## src/rtl/dlf_pkg.sv

```systemverilog
// Shared types and helpers for the gear-shifting digital loop filter.
package dlf_pkg;

   typedef enum logic [1:0] {
      IDLE  = 2'd0,
      ACQ   = 2'd1,
      TRACK = 2'd2
   } dlf_state_e;

   // Clamp a wide signed value into the two's-complement range of a w-bit word.
   function automatic logic signed [63:0] sat_s64(input logic signed [63:0] v, input int w);
      logic signed [63:0] hi;
      logic signed [63:0] lo;
      hi = (64'sd1 <<< (w - 1)) - 64'sd1;
      lo = -hi - 64'sd1;
      if (v > hi) begin
         return hi;
      end else if (v < lo) begin
         return lo;
      end else begin
         return v;
      end
   endfunction

endpackage

```

## src/rtl/dlf_iir_stage.sv

```systemverilog
// One-pole IIR section y += (x - y) >>> shift, advancing only on valid samples.
module dlf_iir_stage
   import dlf_pkg::*;
#(
   parameter int W = 13
) (
   input  logic                clk_i,
   input  logic                rst_i,
   input  logic                clr_i,
   input  logic                vld_i,
   input  logic signed [W-1:0] x_i,
   input  logic [3:0]          shift_i,
   output logic signed [W-1:0] y_o,
   output logic                vld_o
);

   logic signed [W-1:0] y_q, y_d;
   logic                vld_q;
   logic signed [W:0]   diff_s;
   logic signed [W:0]   step_s;
   logic signed [W:0]   sum_s;

   // One guard bit keeps x - y exact; the result lies between y and x so it fits W bits.
   always_comb begin
      diff_s = {x_i[W-1], x_i} - {y_q[W-1], y_q};
      step_s = diff_s >>> shift_i;
      sum_s  = {y_q[W-1], y_q} + step_s;
      y_d    = sum_s[W-1:0];
   end

   // Filter state and valid delay.
   always_ff @(posedge clk_i) begin
      if (rst_i || clr_i) begin
         y_q   <= {W{1'b0}};
         vld_q <= 1'b0;
      end else begin
         vld_q <= vld_i;
         if (vld_i) begin
            y_q <= y_d;
         end
      end
   end

   logic unused_s;
   assign unused_s = sum_s[W];
   assign y_o      = y_q;
   assign vld_o    = vld_q;

endmodule

```

## src/rtl/digital_loop_filter_gear.sv

```systemverilog
// Gear-shifting PI loop filter with TDC strobe divider.
// Optional DLF_IIR_EN inserts two IIR pre-filter stages (latency 3 -> 5 cycles).
module digital_loop_filter_gear
   import dlf_pkg::*;
#(
   parameter int IN_W   = 5,
   parameter int COEF_W = 16,
   parameter int OUT_W  = 16,
   parameter int ACC_W  = 28,
   parameter int FRAC_W = 8,
   parameter int NGEARS = 3,
   parameter int DIV    = 4,
   localparam int GW    = (NGEARS > 1) ? $clog2(NGEARS) : 1
) (
   input  logic                     sys_clk,
   input  logic                     por_rst,
   input  logic                     dlf_en,
   input  logic                     dlf_hold,
   input  logic [IN_W-1:0]          tdc_dout,
   input  logic [NGEARS*COEF_W-1:0] dlf_kp,
   input  logic [NGEARS*COEF_W-1:0] dlf_ki,
   input  logic [15:0]              dlf_gear_len,
   input  logic [3:0]               dlf_iir_shift,
   output logic                     clk_tdc,
   output logic [OUT_W-1:0]         dlf_out,
   output logic                     dlf_out_vld,
   output logic [GW-1:0]            dlf_gear
);

   localparam int CW = $clog2(DIV);
   localparam int PW = IN_W + COEF_W;

   logic [CW-1:0]             div_q, div_d;
   logic                      tdc_q, tdc_d;
   logic signed [IN_W-1:0]    err_q;
   logic                      s1_vld_q;
   logic signed [IN_W-1:0]    pi_err_s;
   logic                      pi_vld_s;
   dlf_state_e                state_q, state_d;
   logic [GW-1:0]             gear_q, gear_d;
   logic [15:0]               gcnt_q, gcnt_d;
   logic signed [COEF_W-1:0]  kp_sel_s, ki_sel_s;
   logic signed [63:0]        e_w, prop_w, acc_w, out_w;
   logic signed [PW-1:0]      prop_q;
   logic signed [ACC_W-1:0]   acc_q;
   logic                      s2_vld_q;
   logic signed [OUT_W-1:0]   out_q;
   logic                      vld_q;
   logic                      unused_s;

   // Strobe divider: free-runs while enabled, parked at zero otherwise.
   always_comb begin
      if (!dlf_en) begin
         div_d = {CW{1'b0}};
      end else if (div_q == CW'(DIV - 1)) begin
         div_d = {CW{1'b0}};
      end else begin
         div_d = div_q + CW'(1);
      end
      tdc_d = dlf_en && (div_d == CW'(DIV - 1));
   end

   // Divider and strobe registers.
   always_ff @(posedge sys_clk) begin
      if (por_rst) begin
         div_q <= {CW{1'b0}};
         tdc_q <= 1'b0;
      end else begin
         div_q <= div_d;
         tdc_q <= tdc_d;
      end
   end

   // Capture the phase error on the strobe.
   always_ff @(posedge sys_clk) begin
      if (por_rst) begin
         err_q    <= {IN_W{1'b0}};
         s1_vld_q <= 1'b0;
      end else begin
         s1_vld_q <= tdc_q && dlf_en;
         if (tdc_q && dlf_en) begin
            err_q <= tdc_dout;
         end
      end
   end

`ifdef DLF_IIR_EN
   localparam int IW = IN_W + FRAC_W;
   logic signed [IW-1:0] x0_s, y1_s, y2_s;
   logic                 v1_s, v2_s;

   assign x0_s = {err_q, {FRAC_W{1'b0}}};

   dlf_iir_stage #(.W(IW)) u_iir1 (
      .clk_i(sys_clk), .rst_i(por_rst), .clr_i(!dlf_en), .vld_i(s1_vld_q),
      .x_i(x0_s), .shift_i(dlf_iir_shift), .y_o(y1_s), .vld_o(v1_s)
   );
   dlf_iir_stage #(.W(IW)) u_iir2 (
      .clk_i(sys_clk), .rst_i(por_rst), .clr_i(!dlf_en), .vld_i(v1_s),
      .x_i(y1_s), .shift_i(dlf_iir_shift), .y_o(y2_s), .vld_o(v2_s)
   );

   // Dropping the fraction bits is the arithmetic shift back to error units.
   assign pi_err_s = y2_s[IW-1:FRAC_W];
   assign pi_vld_s = v2_s;
   assign unused_s = ^{prop_w[63:PW], acc_w[63:ACC_W], out_w[63:OUT_W], y2_s[FRAC_W-1:0]};
`else
   assign pi_err_s = err_q;
   assign pi_vld_s = s1_vld_q;
   assign unused_s = ^{prop_w[63:PW], acc_w[63:ACC_W], out_w[63:OUT_W], dlf_iir_shift};
`endif

   // PI arithmetic at full precision, saturated to each destination width.
   always_comb begin
      kp_sel_s = dlf_kp[gear_q*COEF_W +: COEF_W];
      ki_sel_s = dlf_ki[gear_q*COEF_W +: COEF_W];
      e_w      = 64'(pi_err_s);
      prop_w   = (e_w * 64'(kp_sel_s)) >>> FRAC_W;
      acc_w    = sat_s64(64'(acc_q) + e_w * 64'(ki_sel_s), ACC_W);
      out_w    = sat_s64(64'(prop_q) + (64'(acc_q) >>> FRAC_W), OUT_W);
   end

   // Proportional term and integrator; acc_q here is already this sample's acc_new.
   always_ff @(posedge sys_clk) begin
      if (por_rst || !dlf_en) begin
         prop_q   <= {PW{1'b0}};
         acc_q    <= {ACC_W{1'b0}};
         s2_vld_q <= 1'b0;
      end else begin
         s2_vld_q <= pi_vld_s;
         if (pi_vld_s) begin
            prop_q <= prop_w[PW-1:0];
            if (!dlf_hold) begin
               acc_q <= acc_w[ACC_W-1:0];
            end
         end
      end
   end

   // Output register keeps its last value when a sample is dropped.
   always_ff @(posedge sys_clk) begin
      if (por_rst) begin
         out_q <= {OUT_W{1'b0}};
         vld_q <= 1'b0;
      end else begin
         vld_q <= s2_vld_q && dlf_en;
         if (s2_vld_q && dlf_en) begin
            out_q <= out_w[OUT_W-1:0];
         end
      end
   end

   // Gear FSM: advances alongside the integrator so a new gear applies from the next strobe.
   always_comb begin
      state_d = state_q;
      gear_d  = gear_q;
      gcnt_d  = gcnt_q;
      case (state_q)
         IDLE: begin
            gear_d = {GW{1'b0}};
            gcnt_d = 16'd0;
            if (dlf_en) begin
               state_d = (NGEARS == 1) ? TRACK : ACQ;
            end else begin
               state_d = IDLE;
            end
         end
         ACQ: begin
            if (!dlf_en) begin
               state_d = IDLE;
               gear_d  = {GW{1'b0}};
               gcnt_d  = 16'd0;
            end else if (pi_vld_s && !dlf_hold) begin
               if (dlf_gear_len == 16'd0) begin
                  state_d = TRACK;
                  gear_d  = GW'(NGEARS - 1);
                  gcnt_d  = 16'd0;
               end else if (gcnt_q == dlf_gear_len - 16'd1) begin
                  gcnt_d = 16'd0;
                  gear_d = gear_q + GW'(1);
                  if (gear_q + GW'(1) == GW'(NGEARS - 1)) begin
                     state_d = TRACK;
                  end else begin
                     state_d = ACQ;
                  end
               end else begin
                  gcnt_d = gcnt_q + 16'd1;
               end
            end else begin
               state_d = ACQ;
            end
         end
         TRACK: begin
            if (!dlf_en) begin
               state_d = IDLE;
               gear_d  = {GW{1'b0}};
               gcnt_d  = 16'd0;
            end else begin
               gear_d = GW'(NGEARS - 1);
            end
         end
         default: begin
            state_d = IDLE;
            gear_d  = {GW{1'b0}};
            gcnt_d  = 16'd0;
         end
      endcase
   end

   // FSM state, gear and gear counter.
   always_ff @(posedge sys_clk) begin
      if (por_rst) begin
         state_q <= IDLE;
         gear_q  <= {GW{1'b0}};
         gcnt_q  <= 16'd0;
      end else begin
         state_q <= state_d;
         gear_q  <= gear_d;
         gcnt_q  <= gcnt_d;
      end
   end

   assign clk_tdc     = tdc_q;
   assign dlf_out     = out_q;
   assign dlf_out_vld = vld_q;
   assign dlf_gear    = gear_q;

endmodule

```

## config.mk

```make
export PLATFORM = sky130hd
export DESIGN_NAME = digital_loop_filter_gear
export DESIGN_NICKNAME = d
export VERILOG_FILES = /design/src/rtl/dlf_pkg.sv /design/src/rtl/dlf_iir_stage.sv /design/src/rtl/digital_loop_filter_gear.sv
export SDC_FILE = /design/constraint.sdc
export NUM_CORES = 1
export LEC_CHECK = 0
export CAP_MARGIN = 25
export CORE_UTILIZATION = 59
export DETAILED_ROUTE_END_ITERATION = 16
export GPL_TIMING_DRIVEN = 0
export HOLD_SLACK_MARGIN = 0.05
export PLACE_DENSITY = 0.88
export SYNTH_ARGS = -nofsm -noshare
export SYNTH_HDL_FRONTEND = slang
export SYNTH_SLANG_ARGS = --single-unit
```

## constraint.sdc

```tcl
create_clock -name sys_clk -period 8.3 [get_ports sys_clk]
set_input_delay 1.66 -clock sys_clk [delete_from_list [all_inputs] [get_ports sys_clk]]
set_output_delay 1.66 -clock sys_clk [all_outputs]
set_load 0.02 [all_outputs]
```

==> report_table.html <==
<table>
<tr><th>Metric</th><th>Value</th></tr>
<tr><th colspan="2">Cells and area</th></tr>
<tr><td>Number of nets in the final layout</td><td>2023</td></tr>
<tr><td>Fraction of layout instances using a drive strength above 1</td><td>3.05%</td></tr>
<tr><td>Footprint of the multi-input gates</td><td>9830 um^2</td></tr>
<tr><td>Most common cell after layout, fill and taps aside</td><td>inv_1</td></tr>
<tr><td>Share of the core filled with cells</td><td>70.7%</td></tr>
<tr><td>Antenna diode instance count</td><td>0</td></tr>
<tr><td>Synth-to-layout area growth</td><td>16.1%</td></tr>
<tr><td>Filler Cell Count</td><td>1544</td></tr>
<tr><td>Sequential cell area in the final layout</td><td>1760 um^2</td></tr>
<tr><td>Highest-count cells in the layout ignoring fill and taps</td><td>158 x inv_1, 143 x fa_1, 138 x clkdlybuf4s50_1, 122 x a21oi_1, 119 x nand2_1</td></tr>
<tr><th colspan="2">Place</th></tr>
<tr><td>Post-DP HPWL</td><td>27900 um</td></tr>
<tr><td>Final estimated routing congestion in global placement</td><td>0.933</td></tr>
<tr><td>Number of I/O port buffers</td><td>138</td></tr>
<tr><td>Setup slack at placement</td><td>-0.276 ns</td></tr>
<tr><th colspan="2">Synth</th></tr>
<tr><td>Post-synth cell types</td><td>68</td></tr>
<tr><td>Top-area cell type share of the netlist area</td><td>23.0%</td></tr>
<tr><td>Net count after synthesis</td><td>1874</td></tr>
<tr><td>Avg Synthesized Cell Area</td><td>8.35 um^2</td></tr>
<tr><td>Number of synthesized register bits</td><td>88</td></tr>
<tr><td>Commonest register cell after synthesis</td><td>dfxtp_1</td></tr>
<tr><td>Number of enable-type register cells in the synthesized netlist</td><td>0</td></tr>
<tr><td>Syn Inst Count</td><td>1489</td></tr>
<tr><td>Main area contributors after synthesis</td><td>fa_1 23%, dfxtp_1 14%, ha_1 12%</td></tr>
<tr><td>Warning count from the yosys run</td><td>0</td></tr>
<tr><td>Most area-hungry cell type in the Yosys netlist</td><td>fa_1</td></tr>
<tr><td>Netlist area before placement</td><td>12400 um^2</td></tr>
<tr><td>Sequential share of the synthesized area</td><td>14.2%</td></tr>
<tr><td>Share of flip-flops with an asynchronous set or reset after synthesis</td><td>0%</td></tr>
<tr><th colspan="2">Setup path</th></tr>
<tr><td>CP required</td><td>8.58 ns</td></tr>
<tr><td>Largest fanout of any net on the critical path</td><td>10</td></tr>
<tr><td>Slowest stage cell on the critical path</td><td>fa_1</td></tr>
<tr><td>Startpoint Class</td><td>input port</td></tr>
<tr><td>Critical path start-end classification</td><td>in -&gt; reg</td></tr>
<tr><td>Critical path's largest stage delay</td><td>0.55 ns</td></tr>
<tr><td>Category of the worst setup path capture point</td><td>flip-flop</td></tr>
<tr><td>Worst R2R Setup Slack</td><td>0.45 ns</td></tr>
<tr><td>Ordered cell list for the critical path</td><td>clkdlybuf4s50_1 -&gt; mux2i_1 -&gt; o21ai_1 -&gt; nand2b_1 -&gt; fa_1 -&gt; fa_1 -&gt; inv_1 -&gt; fa_1 -&gt; inv_1 -&gt; fa_1 -&gt; inv_1 -&gt; ha_1 -&gt; a21o_1 -&gt; a221o_1 -&gt; a221o_1 -&gt; or3_1 -&gt; a22oi_1 -&gt; and3_1 -&gt; a211oi_1 -&gt; xnor2_1 -&gt; clkbuf_1 -&gt; o21ai_0 -&gt; a21oi_1</td></tr>
<tr><td>WP data arrival</td><td>8.20 ns</td></tr>
<tr><td>Most Frequent Cell on Critical Path</td><td>fa_1</td></tr>
<tr><th colspan="2">Detailed routing</th></tr>
<tr><td>Detailed Routing Iterations Pass 1</td><td>5</td></tr>
<tr><td>Starting DRC count in detailed routing</td><td>706</td></tr>
<tr><td>Remaining antenna violation count</td><td>0</td></tr>
<tr><td>DR DRC count</td><td>0</td></tr>
<tr><td>Max Used Layer</td><td>met4</td></tr>
<tr><td>Met2 WL</td><td>16800 um</td></tr>
<tr><td>Metal3 WL</td><td>2610 um</td></tr>
<tr><td>Final WL</td><td>34100 um</td></tr>
<tr><td>Met1 Wirelength</td><td>13500 um</td></tr>
<tr><td>Post-detailed-route wirelength per cell</td><td>17.8 um</td></tr>
<tr><td>Post-DR vias/cell</td><td>5.91</td></tr>
<tr><td>Total number of vias</td><td>11300</td></tr>
<tr><th colspan="2">GRT</th></tr>
<tr><td>Global-route usage over all layers</td><td>32.3%</td></tr>
<tr><td>Antenna violations before repair</td><td>0</td></tr>
<tr><td>Vias in the first global route</td><td>11500</td></tr>
<tr><td>Maximum number of pins on one net before global-route repair</td><td>16</td></tr>
<tr><td>First-pass GRT wire length</td><td>55900 um</td></tr>
<tr><td>Global route overflow</td><td>0</td></tr>
<tr><th colspan="2">Clock tree</th></tr>
<tr><td>H-Tree Level Count</td><td>3</td></tr>
<tr><td>Post-CTS setup buffer count</td><td>0</td></tr>
<tr><td>Latest clock arrival within the worst-skew pair</td><td>0.35 ns</td></tr>
<tr><td>Clock tree from TritonCTS</td><td>yes</td></tr>
<tr><td>Clk slew on worst S/H paths</td><td>0.07 ns</td></tr>
<tr><td>Buffer cell driving the clock tree root</td><td>clkbuf_16</td></tr>
<tr><td>Number of clock sinks</td><td>88</td></tr>
<tr><td>Post-CTS Resized</td><td>0</td></tr>
<tr><td>Number of buffers created by CTS</td><td>9</td></tr>
<tr><td># hold bufs at CTS</td><td>0</td></tr>
<tr><td>Bufs on Longest Clock Path</td><td>2</td></tr>
<tr><th colspan="2">Floorplan</th></tr>
<tr><td>DIE WIDTH</td><td>147 um</td></tr>
<tr><td>Chip Height</td><td>147 um</td></tr>
<tr><td>Std cell rows</td><td>52</td></tr>
<tr><td>Die area</td><td>21700 um^2</td></tr>
<tr><td>Core region area</td><td>20400 um^2</td></tr>
<tr><td>Effective utilization at floorplan</td><td>60.9%</td></tr>
<tr><td>Number of I/O pins</td><td>145</td></tr>
<tr><th colspan="2">Job</th></tr>
<tr><td>Max-cap violations</td><td>0</td></tr>
<tr><th colspan="2">Timing</th></tr>
<tr><td>Hold Violations, Final</td><td>0</td></tr>
<tr><td>RSZ-0062 raised after global routing</td><td>no</td></tr>
<tr><td>Max Clock Freq</td><td>126 MHz</td></tr>
<tr><td>Worst-case setup margin in the final layout</td><td>0.383 ns</td></tr>
<tr><td>Min cycle time layout</td><td>7.92 ns</td></tr>
<tr><td>Number of pins exceeding their max-slew limit in the final report</td><td>0</td></tr>
<tr><td>Tightest slew margin relative to the limit</td><td>43.0%</td></tr>
<tr><td>Slew @ Worst Pin</td><td>0.855 ns</td></tr>
<tr><td>Setup violations, final</td><td>0</td></tr>
<tr><td>Final period util</td><td>95.4%</td></tr>
<tr><td>Skew final</td><td>0.00858 ns</td></tr>
<tr><td>Sum of negative setup slack</td><td>0 ns</td></tr>
<tr><th colspan="2">Pwr</th></tr>
<tr><td>Ratio of total power to cell area</td><td>65.6 nW/um^2</td></tr>
<tr><td>Maximum VDD drop</td><td>0.0799 mV</td></tr>
<tr><td>Leak pwr</td><td>6.66 nW</td></tr>
<tr><th colspan="2">Worst hold path</th></tr>
<tr><td>Worst Hold Class</td><td>reg -&gt; reg</td></tr>
<tr><th colspan="2">Outcome</th></tr>
<tr><td>Outcome</td><td>completed</td></tr>
</table>
==> stage by stage <==
step,cell area [um^2],std cells,hold WS (ns),power (mW)
detailed placement,14200,1897,0.446,0.566
global route,14400,1912,0.478,0.970
CTS,14400,1912,0.463,0.942
floorplan,12400,1489,0.423,0.487
finish,14400,1912,0.469,0.948
global placement,14200,1897,0.431,0.562
==> critical path, delay by kind of cell <==
kind / cells / cell delay, ns
AOI/OAI and AO/OA: 8 / 1.77
xor gates and xnor gates: 1 / 0.35
and+or+nand+nor: 3 / 0.76
adders and majority gates: 5 / 2.40
muxes: 1 / 0.24
buffers and inverters: 5 / 1.04
==> logic make-up (layout without fill, tap and decap cells) <==
family	after synthesis	in the layout	share of synthesized area, %
AOI/OAI and AO/OA	346	346	16.5
and+or+nand+nor	445	445	18.3
adders and majority gates	260	260	34.8
muxes	39	39	3.14
buffers and inverters	222	375	6.83
DFF	88	88	14.2
xor gates and xnor gates	89	89	6.27
==> layout make-up <==
type                       instances  area share, %
clock buffer                       9           1.56
timing repair buffer             138           9.56
buffer                            64           1.85
sequential                        88           12.2
tap                              270           2.34
inverter                         158           4.11
multi-input combinational       1179           68.1
clock inverter                     6          0.303
==> final timing paths <==
check | to | from | depth (start not counted)
worst max-delay path | acc_q[23] | dlf_ki[16] | 23
worst min-delay path | div_q[0] | div_q[0] | 1
worst max register to register | acc_q[23] | dlf_gear[0] | 24
worst min register to register | div_q[0] | div_q[0] | 1
==> flip-flops by register name (all words and copies together) (netlist names), 2 cells and up <==
register / count
acc_q: 28
div_q: 2
dlf_gear: 2
dlf_out: 16
err_q: 5
gcnt_q: 16
prop_q: 13
state_q: 2
==> per-layer routing <==
layer | vias up | track usage (%)
met4 | 0 | 13.2
met2 | 487 | 55.7
met1 | 5439 | 39.7
li1 | 5294 | -
met3 | 86 | 5.78
met5 | - | 0
==> cell usage after synthesis, types with 18 or more instances <==
cell type,instances
a21o_1,21
a21oi_1,122
and2_1,90
clkbuf_1,55
dfxtp_1,88
fa_1,143
ha_1,117
inv_1,158
mux2i_1,39
nand2_1,119
nand2b_1,28
nand3_1,22
nor2_1,82
nor2b_1,18
nor3_1,19
o21ai_0,119
xnor2_1,61
xor2_1,28
==> power by group <==
part	internal [mW]	switching (mW)
combinational	0.0734	0.0613
sequential	0.423	0.00142
clock	0.203	0.185
Note: power is estimated with default switching activity, not from simulation.
